$ cat src/rtl/t06_lcd_bus_arbiter.sv
// Grants the shared 8-bit LCD write bus to one of three requesters a byte at a time and
// generates the CS/DC/WR timing. The req to ack latency is SETUP_CYC+WR_LOW_CYC+WR_HIGH_CYC+1 cycles, and req is held off until the ack.
module t06_lcd_bus_arbiter #(
    parameter int SETUP_CYC   = 1,
    parameter int WR_LOW_CYC  = 2,
    parameter int WR_HIGH_CYC = 2
) (
    input  logic        clk,
    input  logic        nrst,
    input  logic        sync_reset,
    input  logic [2:0]  req,
    input  logic [2:0]  dc_in,
    input  logic [23:0] data_in,
    output logic [2:0]  grant,
    output logic [2:0]  ack,
    output logic        busy,
    output logic [7:0]  lcd_data,
    output logic        lcd_dc,
    output logic        lcd_wr_n,
    output logic        lcd_cs_n
);

    typedef enum logic [2:0] {
        IDLE,
        SETUP,
        STROBE,
        HOLD,
        ACK
    } state_t;

    localparam logic [3:0] SETUP_LD = 4'(SETUP_CYC - 1);
    localparam logic [3:0] LOW_LD   = 4'(WR_LOW_CYC - 1);
    localparam logic [3:0] HIGH_LD  = 4'(WR_HIGH_CYC - 1);

    state_t     state;
    logic [3:0] cnt;
    // Round-robin pointer between requesters 1 and 2: 0 favours 1, 1 favours 2.
    logic       ptr;

    logic [2:0] win;
    logic [7:0] win_data;
    logic       win_dc;

    always_comb begin
        win = 3'b000;
        if (req[0])
            win = 3'b001;
        else if (req[1] && req[2])
            win = ptr ? 3'b100 : 3'b010;
        else if (req[1])
            win = 3'b010;
        else if (req[2])
            win = 3'b100;
    end

    always_comb begin
        win_data = 8'h00;
        win_dc   = 1'b0;
        case (win)
            3'b001:  begin win_data = data_in[7:0];   win_dc = dc_in[0]; end
            3'b010:  begin win_data = data_in[15:8];  win_dc = dc_in[1]; end
            3'b100:  begin win_data = data_in[23:16]; win_dc = dc_in[2]; end
            default: begin win_data = 8'h00;          win_dc = 1'b0;     end
        endcase
    end

    always_ff @(posedge clk or negedge nrst) begin
        if (!nrst) begin
            state    <= IDLE;
            cnt      <= 4'd0;
            ptr      <= 1'b0;
            grant    <= 3'b000;
            ack      <= 3'b000;
            busy     <= 1'b0;
            lcd_data <= 8'h00;
            lcd_dc   <= 1'b0;
            lcd_wr_n <= 1'b1;
            lcd_cs_n <= 1'b1;
        end else if (sync_reset) begin
            state    <= IDLE;
            cnt      <= 4'd0;
            ptr      <= 1'b0;
            grant    <= 3'b000;
            ack      <= 3'b000;
            busy     <= 1'b0;
            lcd_data <= 8'h00;
            lcd_dc   <= 1'b0;
            lcd_wr_n <= 1'b1;
            lcd_cs_n <= 1'b1;
        end else begin
            case (state)
                IDLE: begin
                    if (win != 3'b000) begin
                        state    <= SETUP;
                        cnt      <= SETUP_LD;
                        grant    <= win;
                        busy     <= 1'b1;
                        lcd_data <= win_data;
                        lcd_dc   <= win_dc;
                        lcd_cs_n <= 1'b0;
                    end
                end
                SETUP: begin
                    if (cnt == 4'd0) begin
                        state    <= STROBE;
                        cnt      <= LOW_LD;
                        lcd_wr_n <= 1'b0;
                    end else begin
                        cnt <= cnt - 4'd1;
                    end
                end
                STROBE: begin
                    if (cnt == 4'd0) begin
                        state    <= HOLD;
                        cnt      <= HIGH_LD;
                        lcd_wr_n <= 1'b1;
                    end else begin
                        cnt <= cnt - 4'd1;
                    end
                end
                HOLD: begin
                    if (cnt == 4'd0) begin
                        state <= ACK;
                        ack   <= grant;
                    end else begin
                        cnt <= cnt - 4'd1;
                    end
                end
                ACK: begin
                    // The pointer moves away from the requester that was just served; init leaves it alone.
                    if (grant[1])
                        ptr <= 1'b1;
                    else if (grant[2])
                        ptr <= 1'b0;
                    state    <= IDLE;
                    ack      <= 3'b000;
                    grant    <= 3'b000;
                    busy     <= 1'b0;
                    lcd_cs_n <= 1'b1;
                end
                default: begin
                    state    <= IDLE;
                    ack      <= 3'b000;
                    grant    <= 3'b000;
                    busy     <= 1'b0;
                    lcd_wr_n <= 1'b1;
                    lcd_cs_n <= 1'b1;
                end
            endcase
        end
    end

endmodule

$ cat config.mk
export PLATFORM = sky130hd
export DESIGN_NAME = t06_lcd_bus_arbiter
export DESIGN_NICKNAME = d
export VERILOG_FILES = /design/src/rtl/t06_lcd_bus_arbiter.sv
export SDC_FILE = /design/constraint.sdc
export NUM_CORES = 1
export LEC_CHECK = 0
export CORE_UTILIZATION = 43
export CTS_CLUSTER_SIZE = 10
export DETAILED_ROUTE_END_ITERATION = 8
export PLACE_DENSITY = 0.84
export REMOVE_ABC_BUFFERS = 1
export SLEW_MARGIN = 5
export SYNTH_ARGS = -nofsm -noshare
export SYNTH_HDL_FRONTEND = slang
export SYNTH_SLANG_ARGS = --single-unit
export TNS_END_PERCENT = 50
$ cat constraint.sdc
create_clock -name clk -period 2.1 [get_ports clk]
set_input_delay 0.315 -clock clk [delete_from_list [all_inputs] [get_ports clk]]
set_output_delay 0.315 -clock clk [all_outputs]
set_load 0.02 [all_outputs]
==> qor.csv <==
stage,metric,value,unit
synthesis,mappedNetlistArea,1350,um^2
synthesis,synth_top_cell_by_area,dfrtp_1,
sta,setup_violations,0,
floorplanning,start_util,47.1,%
hold_path,hold_path_class,primary input to asynchronous set/reset pin,
sta,tightest_slew,0.740,ns
finish,final_cell_mix,"clkdlybuf4s50_1, dfrtp_1, nor2_1",
floorplanning,rows,19,
run_status,run_status,"finished, final reports clean",
sta,rsz0062_at_grt,false,
pwr,leakage,0.791,nW
synthesis,synth_seq_area_share,48.6,%
worst_setup_path,crit_path_end_kind,output pin,
global_route,track_usage,22.0,%
clock_tree,clk_latency,0.32,ns
clock_tree,cts_sinks,26,
finish,syn_to_final_growth,42.3,%
finish,final_area,1910,um^2
worst_setup_path,critPathSlowestCell,clkdlybuf4s50_1,
sta,fmax,558,MHz
floorplanning,die_x,57.9,um
worst_setup_path,cp-start-kind,register,
worst_setup_path,worst_ep_required_time,1.78,ns
drt,drt_wl_total,3410,um
global_route,grt_pass1_vias,1224,
worst_setup_path,worst-setup-path-type,register to output pin,
clock_tree,post_cts_resized,0,
clock_tree,postCtsSetupBuffers,0,
drt,drc,0,
drt,drtIter0Drc,75,
global_route,grt_max_degree,27,
drt,firstDrtPassIters,7,
drt,routed_via_density,6.02,
worst_setup_path,r2r_cells,6,
finish,diodes,0,
sta,slew-limit-headroom,50.6,%
drt,postRouteAntennaNets,0,
worst_setup_path,worstSetupStartpoint,lcd_wr_n,
clock_tree,clk_pin_slew_worst_paths,0.14,ns
synthesis,synth_cells,119,
worst_setup_path,reg2reg_from,cnt[0],
floorplanning,pin_count,51,
drt,wl_per_cell,17.0,um
global_route,antenna_found_initial,0,
synthesis,synth_top_area_share,44.7,%
pwr,power.total,1.91,mW
finish,final_common_cell,clkdlybuf4s50_1,
sta,finalSetupTns,0,ns
sta,hold_viol_final,0,
worst_setup_path,reg2reg_slack,0.33,ns
clock_tree,cts_tree,yes,
worst_setup_path,path_cells,clkdlybuf4s50_1,
finish,finalNetCount,206,
worst_setup_path,cp_top_family,buffers and inverters,
drt,num_vias,1210,
finish,final_util,67.1,%
synthesis,synth_edf_count,0,
sta,holdWs,0.346,ns
synthesis,avgSynthCellArea,11.3,um^2
global_route,grt_pass1_wl,5590,um
job,cap_violations,0,
floorplanning,die_area,3360,um^2
worst_setup_path,crit_fanout,3,
placement,portBuffers,50,
floorplanning,die_height,57.9,um
pwr,p_per_area,995,nW/um^2
synthesis,synth_area_leaders,"dfrtp_1, a222oi_1, o2bb2ai_1, dfstp_2, nor2_1",
sta,period_share,85.4,%
clock_tree,root_buffer,clkbuf_4,
worst_setup_path,crit_buf_inv,1,
clock_tree,cts_buffers,3,
clock_tree,postCtsHoldBufs,0,
finish,layout-drive-gt1-share,10.6,%
synthesis,synth.distinct_cells,43,
placement,hpwl,2500,um
placement,place_congestion,0.769,
sta,skew,0.00423,ns
placement,postPlaceCellArea,1880,um^2
synthesis,yosysWarningCount,0,
worst_setup_path,critPathMaxStageDelay,0.59,ns
floorplanning,core_area,2850,um^2
synthesis,synth_seq_cells,26,
global_route,globalRouteOverflowTotal,0,
clock_tree,htree_levels,1,
pwr,peakVddDrop,0.000465,V
synthesis,synth_async_sr_flop_share,100,%
synthesis,synthFlopType,dfrtp_1,
clock_tree,cts_buffer_depth,2,
sta,period_minus_slack,1.79,ns
worst_setup_path,timing.rr.end,ack[0],
sta,slew_violations,0,
worst_setup_path,crit_arrival,1.48,ns
cells by family (layout without fill, tap and decap cells):
logic type	after synthesis	after routing	share of synthesized area [%]
buffers and inverters	12	63	4.09
DFF	26	26	48.6
adders and majority gates	2	2	1.86
AOI/OAI and AO/OA	39	39	27.2
and+or+nand+nor	35	35	14.6
xor gates and xnor gates	1	1	0.651
muxes	4	4	3.07
area by class of cell:
type | count | area (um^2)
Fill cell | 216 | 938
Sequential cell | 26 | 653
Multi-Input combinational cell | 81 | 637
Timing Repair Buffer | 54 | 531
Tap cell | 31 | 38.8
Clock buffer | 4 | 36.3
Inverter | 5 | 18.8
worst max path at each step:
stage,to,slack (ns),cells after the start
global route,ack[0],0.19,6
detailed placement,lcd_data[4],0.09,5
CTS,lcd_wr_n,0.30,1
global placement,lcd_dc,0.22,5
finish,lcd_wr_n,0.31,1
floorplan,cnt[2],0.58,6
stage by stage:
stage	cells	worst slack [ns]
after CTS	201	0.299
after detailed placement	197	0.0885
after global placement	197	0.215
after floorplan	112	0.578
final	201	0.307
after global routing	201	0.189
flip-flops by register name, summed over array words and instances, names as in the netlist, 3 cells and up:
register / flops
ack: 3
state: 3
lcd_data: 8
grant: 3
cnt: 4
metal layers:
metal / track usage (%) / vias to the layer above / wire length [um]
met2: 37.9 / 51 / 1730
met4: 6.12 / 0 / 34
met5: 0 / - / 0
met3: 4.24 / 4 / 197
li1: - / 561 / -
met1: 28.1 / 594 / 1450
power by group:
part	internal, mW	leakage [nW]	switching [mW]
clock	0.106	0.0210	0.149
sequential	0.625	0.345	0.135
combinational	0.419	0.424	0.471
cell usage after synthesis, types with 2 or more instances:
| master | n |
|---|---|
| dfrtp_1 | 24 |
| nor2_1 | 13 |
| o2bb2ai_1 | 10 |
| a222oi_1 | 9 |
| nand2_1 | 6 |
| inv_1 | 5 |
| clkbuf_1 | 4 |
| nand2b_1 | 4 |
| a22oi_1 | 3 |
| mux2i_1 | 3 |
| buf_2 | 2 |
| dfstp_2 | 2 |
| ha_1 | 2 |
| nand3_1 | 2 |
| or3_4 | 2 |
No activity file was read; power rests on OpenSTA's default activity.
